$ cat config.mk
export PLATFORM = sky130hd
export DESIGN_NAME = sample_stream_buffer
export DESIGN_NICKNAME = d
export VERILOG_FILES = /design/src/rtl/sample_stream_buffer.sv
export SDC_FILE = /design/constraint.sdc
export NUM_CORES = 1
export LEC_CHECK = 0
export ABC_AREA = 1
export CAP_MARGIN = 40
export CORE_UTILIZATION = 41
export CTS_CLUSTER_SIZE = 8
export DETAILED_ROUTE_END_ITERATION = 16
export PLACE_DENSITY = 0.62
export REMOVE_ABC_BUFFERS = 1
export SYNTH_ARGS = -nofsm -noshare
export SYNTH_HDL_FRONTEND = slang
export SYNTH_SLANG_ARGS = --single-unit
$ cat constraint.sdc
create_clock -name clk -period 3.34 [get_ports clk]
set_input_delay 0.334 -clock clk [delete_from_list [all_inputs] [get_ports clk]]
set_output_delay 0.334 -clock clk [all_outputs]
set_load 0.02 [all_outputs]
$ cat src/rtl/sample_stream_buffer.sv
// rtl/sample_stream_buffer.sv - decimating sample capture into a show-ahead FIFO with drop accounting
//
// Purpose: takes one sample from a free-running source every (decim_i+1)
// cycles while enabled, buffers it in a show-ahead FIFO and hands it to the
// consumer over a valid/ready handshake. Captures that find the FIFO full
// (with no pop the same cycle) are dropped, and each drop is recorded.
//
// Ports:
//   clk, rst_ni           clock (rising edge), asynchronous active-low reset
//   en_i                  capture enable
//   clear_i               synchronous flush of FIFO, overflow flag and drop count
//   decim_i               capture period minus one (0 = every cycle)
//   sample_i              source sample, new value every cycle
//   sample_o, valid_o     FIFO head and its valid flag
//   ready_i               consumer accepts sample_o
//   level_o               FIFO occupancy (0..DEPTH)
//   overflow_o            sticky: at least one sample dropped
//   drop_cnt_o            dropped-sample count, saturating at all-ones
module sample_stream_buffer #(
    parameter int DATA_W  = 24,
    parameter int DEPTH   = 16,
    parameter int DECIM_W = 16,
    parameter int DROP_W  = 8
) (
    input  logic                     clk,
    input  logic                     rst_ni,
    input  logic                     en_i,
    input  logic                     clear_i,
    input  logic [DECIM_W-1:0]       decim_i,
    input  logic [DATA_W-1:0]        sample_i,
    output logic [DATA_W-1:0]        sample_o,
    output logic                     valid_o,
    input  logic                     ready_i,
    output logic [$clog2(DEPTH):0]   level_o,
    output logic                     overflow_o,
    output logic [DROP_W-1:0]        drop_cnt_o
);

    localparam int AW = $clog2(DEPTH);
    localparam int LW = AW + 1;
    localparam logic [LW-1:0] FULL_LEVEL = LW'(DEPTH);

    typedef enum logic {
        S_IDLE = 1'b0,
        S_RUN  = 1'b1
    } state_t;

    state_t               r_state;
    state_t               w_state_nxt;
    logic [DECIM_W-1:0]   r_cnt;
    logic [DECIM_W-1:0]   w_cnt_nxt;
    logic                 w_capture;

    logic [DATA_W-1:0]    r_mem [DEPTH];
    logic [AW-1:0]        r_wr_ptr;
    logic [AW-1:0]        r_rd_ptr;
    logic [LW-1:0]        r_level;
    logic                 r_overflow;
    logic [DROP_W-1:0]    r_drop_cnt;

    logic                 w_valid;
    logic                 w_full;
    logic                 w_pop;
    logic                 w_write;
    logic                 w_drop;

    // Capture phase FSM; clear_i deliberately leaves state and phase alone.
    always_ff @(posedge clk or negedge rst_ni) begin
        if (!rst_ni) begin
            r_state <= S_IDLE;
            r_cnt   <= '0;
        end else begin
            r_state <= w_state_nxt;
            r_cnt   <= w_cnt_nxt;
        end
    end

    always_comb begin
        w_state_nxt = r_state;
        w_cnt_nxt   = r_cnt;
        w_capture   = 1'b0;
        case (r_state)
            S_IDLE: begin
                if (en_i) begin
                    w_state_nxt = S_RUN;
                    w_cnt_nxt   = '0;
                end
            end
            S_RUN: begin
                if (!en_i) begin
                    w_state_nxt = S_IDLE;
                end else begin
                    w_capture = (r_cnt == '0);
                    // >= rather than == so a shrinking decim_i still wraps the phase.
                    w_cnt_nxt = (r_cnt >= decim_i) ? '0 : r_cnt + 1'b1;
                end
            end
            default: begin
                w_state_nxt = S_IDLE;
            end
        endcase
    end

    assign w_valid = (r_level != '0);
    assign w_full  = (r_level == FULL_LEVEL);
    assign w_pop   = w_valid && ready_i;
    // A full FIFO still takes the capture when the head leaves in the same cycle.
    assign w_write = w_capture && (!w_full || w_pop);
    assign w_drop  = w_capture && w_full && !w_pop;

    always_ff @(posedge clk) begin
        if (w_write && !clear_i) begin
            r_mem[r_wr_ptr] <= sample_i;
        end
    end

    always_ff @(posedge clk or negedge rst_ni) begin
        if (!rst_ni) begin
            r_wr_ptr   <= '0;
            r_rd_ptr   <= '0;
            r_level    <= '0;
            r_overflow <= 1'b0;
            r_drop_cnt <= '0;
        end else if (clear_i) begin
            r_wr_ptr   <= '0;
            r_rd_ptr   <= '0;
            r_level    <= '0;
            r_overflow <= 1'b0;
            r_drop_cnt <= '0;
        end else begin
            if (w_write) begin
                r_wr_ptr <= r_wr_ptr + 1'b1;
            end
            if (w_pop) begin
                r_rd_ptr <= r_rd_ptr + 1'b1;
            end
            case ({w_write, w_pop})
                2'b10:   r_level <= r_level + 1'b1;
                2'b01:   r_level <= r_level - 1'b1;
                default: r_level <= r_level;
            endcase
            if (w_drop) begin
                r_overflow <= 1'b1;
                if (r_drop_cnt != '1) begin
                    r_drop_cnt <= r_drop_cnt + 1'b1;
                end
            end
        end
    end

    // Head is gated to zero while empty so the output is defined without resetting memory.
    assign sample_o   = w_valid ? r_mem[r_rd_ptr] : '0;
    assign valid_o    = w_valid;
    assign level_o    = r_level;
    assign overflow_o = r_overflow;
    assign drop_cnt_o = r_drop_cnt;

endmodule

# After elaboration in Yosys (flattened, before gate mapping)
# Memories as Yosys holds them, arrays and structs flattened.
# Index checks and enable logic that the tools add are counted.
dict set report word_totals {
  mem_bits_rw 384
  mem_count 1
  wordCells 61
  input_bits 45
  output_inout_bits 39
  reg_bits 39
}
dict set report classes {
  magnitude_cmp 1
  n_reduce_logical 18
  muxes 21
  n_eq_ne 6
  n_bitwise 1
  n_addsub 6
}
# memory words width read_ports rd_ports_with_merged_regs write_ports line
set memory_table {}
lappend memory_table {r_mem 16 24 1 0 1 54} ;# logic [DATA_W-1:0] r_mem [DEPTH];
# op count
set op_table {}
lappend op_table {{16-bit 2-to-1 mux} 3}
lappend op_table {{16-bit case mux with 2 select lines} 1}
lappend op_table {{24-bit 2-to-1 mux} 1}
lappend op_table {{8-bit 2-to-1 mux} 3}
lappend op_table {{16-bit by 1-bit adder with 16-bit output, second input constant} 1}
lappend op_table {{16-bit >= comparator} 1}
lappend op_table {{16-bit zero test} 1}
lappend op_table {{4-bit 2-to-1 mux} 4}
lappend op_table {{5-bit case mux with 2 select lines} 1}
lappend op_table {{4-bit by 1-bit adder with 4-bit output, second input constant} 2}
lappend op_table {{8-bit by 1-bit adder with 8-bit output, second input constant} 1}
lappend op_table {{8-bit inequality test, second input constant} 1}
lappend op_table {{2-bit nonzero test} 4}
lappend op_table {{1-bit 2-to-1 mux} 7}
lappend op_table {{5-bit by 1-bit adder with 5-bit output, second input constant} 1}
lappend op_table {{5-bit == test, second input constant} 1}
lappend op_table {{1-bit logical AND} 5}
lappend op_table {{5-bit 2-to-1 mux} 1}
lappend op_table {{5-bit nonzero test} 1}
lappend op_table {{5-bit by 1-bit subtractor with 5-bit output, second input constant} 1}
lappend op_table {{2-bit inequality test, second input constant} 2}
lappend op_table {{2-bit AND reduction} 2}
lappend op_table {{1-bit zero test} 3}
lappend op_table {{3-bit nonzero test} 1}
lappend op_table {{4 further kinds} 4}

# Logic depth before layout (Yosys ltp)
# Gate-level depths: netlist of run 1.
dict set report logic_depth {
  word_depth 7
  mapped_depth 17
  mapped_depth_nobuf 17
}

# Worst setup path before layout of run 1
# Ideal clock, no wire load.
dict set report synth_timing {
  kind {reg2reg}
  startpoint {register r_cnt[0]}
  endpoint {memory r_mem[0][0], enable pin}
  path_buffers 0
  synth_period_minus_slack_ns 2.700
  setup_slack_ns 0.640
  required_ns 2.935
  setup_ns 0.405
  path_stages_with_launch 8
  arrival_time_ns 2.295
  cell_sequence {dfrtp_1 > inv_1 > ha_1 > nand3_1 > nor3_1 > nor3b_2 > nand2_1 > nor2_1}
}
dict set report synth_between {
  elab_chain_len 7
}
# element line
set synth_lines {}
lappend synth_lines {{start: declaration} 50} ;# logic [DECIM_W-1:0] r_cnt;
lappend synth_lines {{start signal: assignment} 74} ;# r_cnt <= w_cnt_nxt;
lappend synth_lines {{16-bit zero test} 93} ;# w_capture = (r_cnt == '0);
lappend synth_lines {{1-bit 2-to-1 mux} 90} ;# if (!en_i) begin
lappend synth_lines {{1-bit 2-to-1 mux} 82} ;# case (r_state)
lappend synth_lines {{1-bit logical AND} 108} ;# assign w_write = w_capture && (!w_full || w_pop);
lappend synth_lines {{1-bit logical AND} 112} ;# if (w_write && !clear_i) begin
lappend synth_lines {{1-bit 2-to-1 mux} 112}
lappend synth_lines {{1-bit 2-to-1 mux (not written as such)} 113} ;# r_mem[r_wr_ptr] <= sample_i;
lappend synth_lines {{end: declaration} 54}
# Every way passes these cells.

# Worst setup path after layout of run 1
dict set report layout_timing {
  startpoint {register r_rd_ptr[1]}
  endpoint {output port sample_o[20]}
}
dict set report layout_between {
  elab_chain_len 2
}
# element line
set layout_lines {}
lappend layout_lines {{start: declaration} 56} ;# logic [AW-1:0] r_rd_ptr;
lappend layout_lines {{start signal: assignment} 135} ;# r_rd_ptr <= r_rd_ptr + 1'b1;
lappend layout_lines {{memory read 16 x 24 bit} -}
lappend layout_lines {{24-bit 2-to-1 mux} 152} ;# assign sample_o = w_valid ? r_mem[r_rd_ptr] : '0;
lappend layout_lines {{end: declaration} 31} ;# output logic [DATA_W-1:0] sample_o,
# Every way passes these cells.

==> out/results.ini, run 1 <==
[sta]
tightest_slew_ps=694
period_needed_ps=3200
hold_slack_ps=210
fmax_mhz=313
finalSetupViolCount=0
skew_ps=33.3
hold_viol=0
slew_violations=0
rsz0062_at_grt=true
max_slew_margin_pct=53.6
min_period_over_period_pct=95.8

[cells_and_area]
fill_cells=3844
final_cell_mix=nand2_1, edfxtp_1, nand3_1, nor2_1, a21oi_1
utilization_pct=50.2
diodes=0
drive_gt1_share_pct=8.02
areaGrowthSynthToFinish_pct=19.7
nets=1832
final_common_cell=nand2_1
ff_latch_area_sq_mm=0.0125
multi_input_area_sq_mm=0.00515
fin_cells=2369

[power_and_ir_drop]
p_seq_share_pct=41.0
p_clk_share_pct=36.0
ir_worst_vdd_v=0.000420
swShare_pct=29.5
cellPowerDensity_mw_per_mm2=666
power.net_switching_mw=4.29
p_comb_share_pct=23.0
power_leakage_nw=8.31
p_int_mw=10.2

[floorplan]
dieArea_sq_mm=0.0453
io_pins=84
die_h_um=213
start_util_pct=42.0
chipWidth_um=213
num_rows=76
core_area_sq_mm=0.0435

[grt]
grt_overflow=0
grt_start_max_net_pins=53
grt_antenna_before_repair=1
grt_pass1_vias=12500
track_usage_pct=20.3
grt_pass1_wl_um=69600

[place]
place_hpwl_um=23900
port_buffers=83
gp_congestion=0.798
placed_cells=2280

[synth]
avgSynthCellArea_sq_um=11.0
ys_types=36
synth_top_area_share_pct=63.2
synth_area_sq_mm=0.0182
synth_area_leaders=edfxtp_1, nand2_1, nand3_1
yosys_warnings=0
syn_inst=1656
seq_area_frac_synth_pct=68.6
synth_seq_cells=423
synth_area_leader_cell=edfxtp_1

[job]
maxCapViolCount=0

[clock_tree]
htreeDepth=2
cts_made_buffers=58
clockBufferDepth=3
root_buffer=clkbuf_16
cts_tree=yes
clkLatencyLatePin_ps=600
clock-sinks=423
cts.clk_slew.worst_paths_ps=50

[worst_setup_path]
crit_buf_inv=3
crit_required_ps=3010
crit_type=flop to output pin
crit_chain=buf_12 -> buf_6 -> o21ai_0 -> nor2_1 -> o31ai_1 -> a21oi_1 -> clkdlybuf4s50_1
critPathMaxStageDelay_ps=660
slowest_stage=clkdlybuf4s50_1
worstPathArrival_ps=2860
cp-end-kind=output pin
worstSetupStartpointType=flop
path_delay_family=buffers and inverters
crit_fanout=51

[route]
drt_wl_total_um=44600
vias=12500
wire_per_inst_um=18.8
drt_iter0_drc=1110
dr.pass1.iters=7
final_antenna_net_count=0
drcViolationCount=0
post_drt_via_cell_ratio=5.28

[min_path]
hold_path_class=primary input to async pin

[run_status]
status=completed

==> kinds of logic (layout without fill, tap and decap cells) <==
family,count (synthesis),after routing,synth area share [%]
AND/OR/NAND/NOR,869,869,20.1
flip-flops,423,423,68.6
AO/OA/AOI/OAI,174,174,5.42
buffers and inverters,156,284,3.68
adder cells (fa/ha/maj),28,28,1.96
XOR/XNOR,6,6,0.288
==> final timing paths <==
path	from	to	slack, ps	cells after the start
worst max-delay path	r_rd_ptr[1]$_DFFE_PN0P_	sample_o[20]	140	7
min in group clk	en_i	r_state$_DFF_PN0_	470	2
worst max register to register	level_o[0]$_DFFE_PN0P_	level_o[4]$_DFFE_PN0P_	710	15
worst min-delay path	rst_ni	drop_cnt_o[2]$_DFFE_PN0P_	210	2
max in group asynchronous	rst_ni	r_cnt[5]$_DFFE_PN0P_	2630	3
worst min register to register	overflow_o$_DFFE_PN0P_	overflow_o$_DFFE_PN0P_	520	1
==> layout make-up <==
cell class | count | share of cell area (%)
Timing Repair Buffer | 131 | 7.23
Multi-Input combinational cell | 1077 | 23.6
Inverter | 68 | 1.27
Sequential cell | 423 | 57.3
Clock buffer | 84 | 7.19
Clock inverter | 1 | 0.0401
Tap cell | 585 | 3.35
==> routing by layer <==
layer,GRT usage (%),vias to the layer above,share of wire (%)
li1,-,5973,-
met4,7.59,2,2.7
met2,33.5,406,47
met5,0,-,0.022
met1,26.9,6025,43
met3,3.35,98,6.6
==> power groups by stage <==
stage	Clock (mW)	Sequential (mW)	Combinational, mW
finish	5.23	5.96	3.34
global route	5.52	5.96	3.71
CTS	5.31	5.96	3.38
detailed placement	0	6.06	3.29
global placement	0	6.06	3.25
floorplan	0	6.22	1.80
==> registers in the layout, summed over array words and instances (netlist names) <==
signal	cells
overflow_o	1
r_cnt	16
level_o	5
r_state	1
r_rd_ptr	4
drop_cnt_o	8
r_mem	384
r_wr_ptr	4
==> synthesized netlist by cell type, drive strengths merged <==
cell type,instances
xnor2,2
nor3b,2
xor2,4
nor3,5
edfxtp,384
o21a,1
nand3,246
inv,67
nor2,113
clkbuf,27
or2,1
buf,61
a21o,1
a211oi,2
a21oi,86
nand3b,1
o21bai,17
o211ai,2
o31ai,24
nand4,10
dfrtp,39
fa,1
clkinv,1
o21ai,41
ha,27
nand2,491
==> stage by stage <==
step	TNS (ps)	setup slack [ps]	area [sq um]	power (mW)
floorplan	-82590	-3270	17800	8.02
global placement	0	406	20100	9.31
detailed placement	0	441	20100	9.36
CTS	0	3.57	21800	14.7
global route	-5.83	-5.83	21800	15.2
finish	0	142	21800	14.5
==> timing repair <==
action,4_1_cts,5_1_grt
hold buffers,1,0
gates cloned,1,0
gates resized for setup,15,18
buffers inserted,2,0
setup endpoints to repair,23,16
hold endpoints to repair,14,0
No activity file was read; power rests on OpenSTA's default activity.
==> inputs of run 2 (changes only) <==
--- a/config.mk
+++ b/config.mk
@@ -7,11 +7,13 @@
 export LEC_CHECK = 0
 export ABC_AREA = 1
 export CAP_MARGIN = 40
+export CORE_MARGIN = 2
 export CORE_UTILIZATION = 41
 export CTS_CLUSTER_SIZE = 8
 export DETAILED_ROUTE_END_ITERATION = 16
 export PLACE_DENSITY = 0.62
 export REMOVE_ABC_BUFFERS = 1
+export SKIP_LAST_GASP = 1
 export SYNTH_ARGS = -nofsm -noshare
 export SYNTH_HDL_FRONTEND = slang
 export SYNTH_SLANG_ARGS = --single-unit
==> run 2 against run 1 <==
Highest routed layer unchanged. Non-clock buffer count up 3. Sequential share of layout area down 0.33 points. Design area up 0.58%. Critical endpoint is now sample_o[9]. Via count up 0.57%. First-iteration DRC count up 7.8%.
==> out/results.ini, run 2 (same netlist as run 1, synthesis figures left out) <==
[worst_setup_path]
crit_fanout=34
crit_type=flop to output pin
cp-end-kind=output pin
worstPathArrival_ps=2940
crit_required_ps=3010
worstSetupStartpointType=flop

[sta]
min_period_over_period_pct=98.0
hold_viol=0
max_slew_margin_pct=53.8
slew_violations=0
skew_ps=32.6
finalSetupViolCount=0
setup_slack_ps=67.2
fmax_mhz=306
rsz0062_at_grt=true
tightest_slew_ps=691
final.setup.tns_ps=0
period_needed_ps=3270

[clock_tree]
cts.clk_slew.worst_paths_ps=50
clock-sinks=423
clkLatencyLatePin_ps=600
cts_made_buffers=58
htreeDepth=2
clockBufferDepth=3
cts_tree=yes
root_buffer=clkbuf_16

[grt]
grt_pass1_wl_um=70000
grtUsageMet3_pct=3.33
grt_start_max_net_pins=53
grt-busiest-layer=met2
grt_pass1_vias=12700
grt_use_met1_pct=26.1
use_met2_pct=31.8
grt_overflow=0
track_usage_pct=19.4
grt_antenna_before_repair=2

[route]
drt_wl_total_um=45000
final_antenna_net_count=0
vias=12600
dr.pass1.iters=5
wire_per_inst_um=18.9
post_drt_via_cell_ratio=5.29
drcViolationCount=0
drt_iter0_drc=1197

[floorplan]
core_area_sq_mm=0.0440
chipWidth_um=215
io_pins=84
dieArea_sq_mm=0.0462
start_util_pct=41.4
num_rows=77
die_h_um=215

[place]
port_buffers=83
dp_worst_setup_slack_ps=508
gp_congestion=0.814
place_hpwl_um=24000

[cells_and_area]
regMostFlops=r_mem
drive_gt1_share_pct=8.24
utilization_pct=49.9
areaGrowthSynthToFinish_pct=20.4
largest_reg_flops=384
final_cell_mix=nand2_1, edfxtp_1, nand3_1, nor2_1, a21oi_1
final_common_cell=nand2_1
nets=1835
fill_cells=3823

[job]
maxCapViolCount=0

[power_and_ir_drop]
power_leakage_nw=8.28
ir_worst_vdd_v=0.000468
cellPowerDensity_mw_per_mm2=667

[run_status]
status=completed

[min_path]
hold_path_class=primary input to async pin

==> run 2: changes by cell type in the layout (fill, tap and decap cells not counted), moves of 3 or more <==
| cell | change |
|---|---|
| buf_4 | +3 |
| clkbuf_1 | -5 |
| dlygate4sd2_1 | -5 |
| buf_12 | -3 |
| clkdlybuf4s50_1 | +10 |
| nor2_4 | +7 |
| nor2_2 | -7 |
| dlymetal6s2s_1 | -5 |
==> run 2: worst max-delay path: stages (launching register included) <==
cell             delay [ps]
dfrtp_4                 540
buf_16                  240
bufbuf_16               370
nand2_1                  70
nand3_1                  80
nand3_1                 110
nand2_1                  80
nand2_1                  40
a21oi_1                 150
clkdlybuf4s50_1         640
==> run 2: metal layers <==
metal / share of wire (%) / wire [um]
met4: 2.4 / 1080
met5: 0.024 / 11
met1: 45 / 20100
met2: 47 / 21100
met3: 6.0 / 2700
==> run 2: cell type report <==
cell class                 count  area (sq um)  share of cell area, %
tap                          592           741                   3.37
multi-input combinational   1077          5190                   23.6
inverter                      68           278                   1.26
clock inverter                 2          50.0                  0.228
timing repair buffer         134          1630                   7.44
clock buffer                  79          1550                   7.07
sequential                   423         12500                   57.0
antenna                        1          2.50                 0.0114
==> run 2: where the power goes <==
| group | total [mW] | switching, mW | internal (mW) | leakage [nW] |
|---|---|---|---|---|
| logic | 3.44 | 2.17 | 1.27 | 3.53 |
| registers | 5.96 | 0.0943 | 5.87 | 3.98 |
| clock network | 5.26 | 2.09 | 3.17 | 0.772 |
==> run 2: path summary, 6_finish.rpt <==
check	start	cells past startpoint	to	slack, ps
min	rst_ni	2	level_o[3]$_DFFE_PN0P_	100
min reg2reg	overflow_o$_DFFE_PN0P_	1	overflow_o$_DFFE_PN0P_	510
max reg2reg	r_cnt[0]$_DFFE_PN0P_	8	r_mem[11][18]$_DFFE_PP_	740
max	r_rd_ptr[0]$_DFFE_PN0P_	9	sample_o[9]	70
max in group asynchronous	rst_ni	3	r_rd_ptr[1]$_DFFE_PN0P_	2840
min in group clk	en_i	2	r_state$_DFF_PN0_	450
==> run 2: timing repair <==
action	4_1_cts	5_1_grt
setup endpoints to repair	24	18
setup buffers	1	1
hold buffers	1	0
endpoints found under the hold margin	39	0
gates cloned	2	1
gates resized for setup	10	14
==> run 2: through the flow <==
stage	std cells	instance area [sq um]	total power, mW	hold slack [ps]
floorplan	1568	17800	8.02	38.4
global placement	2287	20100	9.30	500
detailed placement	2288	20200	9.34	164
CTS	2373	21900	14.7	73.2
global route	2376	22000	15.3	103
finish	2376	22000	14.7	100
==> inputs of run 3 (changes only) <==
--- a/config.mk
+++ b/config.mk
@@ -13,6 +13,7 @@
 export DETAILED_ROUTE_END_ITERATION = 16
 export PLACE_DENSITY = 0.62
 export REMOVE_ABC_BUFFERS = 1
+export SETUP_SLACK_MARGIN = 0.1
 export SKIP_LAST_GASP = 1
 export SYNTH_ARGS = -nofsm -noshare
 export SYNTH_HDL_FRONTEND = slang
==> run 3 against run 2 <==
Design area barely moved. Critical path depth did not move. Clock power hardly changed. Largest cell class unchanged. Via count grew 0.11%. Setup slack improved by 72 ps. Register-to-register slack barely moved. Clock-buffer cell count unchanged. Sequential share of layout area is essentially flat. Critical endpoint is now sample_o[21]. Total power is 0.25% lower. Final cell count unchanged. First-iteration DRC count is 1.5% higher.
==> out/results.ini, run 3 (same netlist as run 1, synthesis figures left out) <==
[place]
placed_area_sq_mm=0.0202
port_buffers=83
gp_congestion=0.814
place_hpwl_um=24000

[clock_tree]
clock-sinks=423
htreeDepth=2
root_buffer=clkbuf_16
clkLatencyLatePin_ps=600
cts_tree=yes
cts_made_buffers=58
clockBufferDepth=3
cts.clk_slew.worst_paths_ps=50

[run_status]
status=completed

[power_and_ir_drop]
p_int_mw=10.3
finalPower_mw=14.6
swShare_pct=29.8
p_comb_share_pct=23.2
power.net_switching_mw=4.36
p_seq_share_pct=40.8
ir_worst_vdd_v=0.000470
cellPowerDensity_mw_per_mm2=666
power_leakage_nw=8.26
p_clk_share_pct=36.0

[worst_setup_path]
r2r-start=r_cnt[0]$_DFFE_PN0P_
reg2reg_to=r_mem[11][5]$_DFFE_PP_
endpoint=sample_o[21]
crit_required_ps=3010
crit_start=r_rd_ptr[0]$_DFFE_PN0P_
r2r_setup_slack_ps=740
worstPathArrival_ps=2870
ff2ff_path_depth=8
worstSetupStartpointType=flop
crit_type=flop to output pin
crit_fanout=50
cp-end-kind=output pin

[sta]
hold_viol=0
max_slew_margin_pct=54.2
period_needed_ps=3200
final.setup.tns_ps=0
fmax_mhz=312
finalSetupViolCount=0
tightest_slew_ps=686
min_period_over_period_pct=95.8
rsz0062_at_grt=true
slew_violations=0
skew_ps=28.2

[route]
wire_per_inst_um=18.9
post_drt_via_cell_ratio=5.30
drt_iter0_drc=1215
drcViolationCount=0
final_antenna_net_count=0
dr.pass1.iters=7
drt_wl_total_um=45000
vias=12600

[grt]
use_met2_pct=32.0
grtUsageMet3_pct=3.26
track_usage_pct=19.5
grt-busiest-layer=met2
grt_use_met1_pct=26.2
grt_antenna_before_repair=2
grt_pass1_vias=12700
grt_start_max_net_pins=52
grt_pass1_wl_um=70300
grt_overflow=0

[cells_and_area]
utilization_pct=49.8
nets=1835
regMostFlops=r_mem
areaGrowthSynthToFinish_pct=20.3
stdcell_area_sq_mm=0.0219
final_common_cell=nand2_1
final_cell_mix=nand2_1, edfxtp_1, nand3_1, nor2_1, a21oi_1
largest_reg_flops=384
fill_cells=3828
drive_gt1_share_pct=8.24

[floorplan]
die_h_um=215
start_util_pct=41.4
num_rows=77
dieArea_sq_mm=0.0462
chipWidth_um=215
io_pins=84
core_area_sq_mm=0.0440

[min_path]
hold_path_class=primary input to async pin

[job]
maxCapViolCount=0

==> run 3: cell types whose count changed in the layout (fill, tap and decap cells not counted) <==
cell / delta
o31ai_2: -1
a21oi_1: -1
clkbuf_16: -1
a21oi_2: +1
bufbuf_16: +1
o31ai_1: +1
dlymetal6s2s_1: -4
clkdlybuf4s50_1: -6
dlygate4sd2_1: +10
==> run 3: cell type report <==
cell class	instances	area (sq um)	area share [%]
tap	592	741	3.38
clock buffer	79	1550	7.07
sequential	423	12500	57.0
multi-input combinational	1077	5190	23.6
inverter	68	278	1.27
clock inverter	2	50.0	0.228
antenna	1	2.50	0.0114
timing repair buffer	134	1620	7.37
==> run 3: timing repair <==
item | in CTS | in global routing
gates resized for setup | 21 | 9
pin swaps | 0 | 0
hold endpoints to repair | 39 | 0
hold buffers | 1 | 0
endpoints found under the setup margin | 24 | 12
cloned | 3 | 0
setup buffers | 1 | 1
==> run 3: worst min path at each step <==
stage / cells past startpoint / to / slack, ps
2_1_floorplan: 0 / drop_cnt_o[0]$_DFFE_PN0P_ / 40
3_3_place_gp: 1 / overflow_o$_DFFE_PN0P_ / 500
3_5_place_dp: 1 / level_o[3]$_DFFE_PN0P_ / 160
4_1_cts: 2 / level_o[3]$_DFFE_PN0P_ / 70
5_1_grt: 2 / level_o[3]$_DFFE_PN0P_ / 100
6_report: 2 / level_o[3]$_DFFE_PN0P_ / 90
==> run 3: per-layer routing <==
metal	wire length (um)	part of all wire (%)	vias to the layer above
met5	11	0.024	-
met4	1170	2.6	2
met3	2760	6.1	86
met2	21100	47	396
met1	19900	44	6126
li1	-	-	5979
==> run 3: through the flow <==
stage | hold WS, ps | setup WS [ps] | cells
after floorplan | 38.4 | -3270 | 1568
after global placement | 500 | 521 | 2287
after detailed placement | 164 | 508 | 2288
after CTS | 73.2 | 61.1 | 2374
after global routing | 103 | -22.6 | 2376
final | 95.0 | 139 | 2376
==> run 3: power groups by stage <==
stage	combinational, mW	sequential [mW]	clock, mW
2_1_floorplan	1.80	6.22	0
6_report	3.39	5.96	5.27
3_5_place_dp	3.29	6.05	0
3_3_place_gp	3.25	6.05	0
5_1_grt	3.74	5.96	5.59
4_1_cts	3.39	5.96	5.38
==> run 3: worst max-delay path: stages (launching register included) <==
cell	delay, ps
dfrtp_4	570
inv_16	190
buf_12	260
nand2_1	80
nand3_1	90
nand3_1	100
nand2_1	100
nand2_1	80
a21oi_1	170
clkdlybuf4s50_1	620
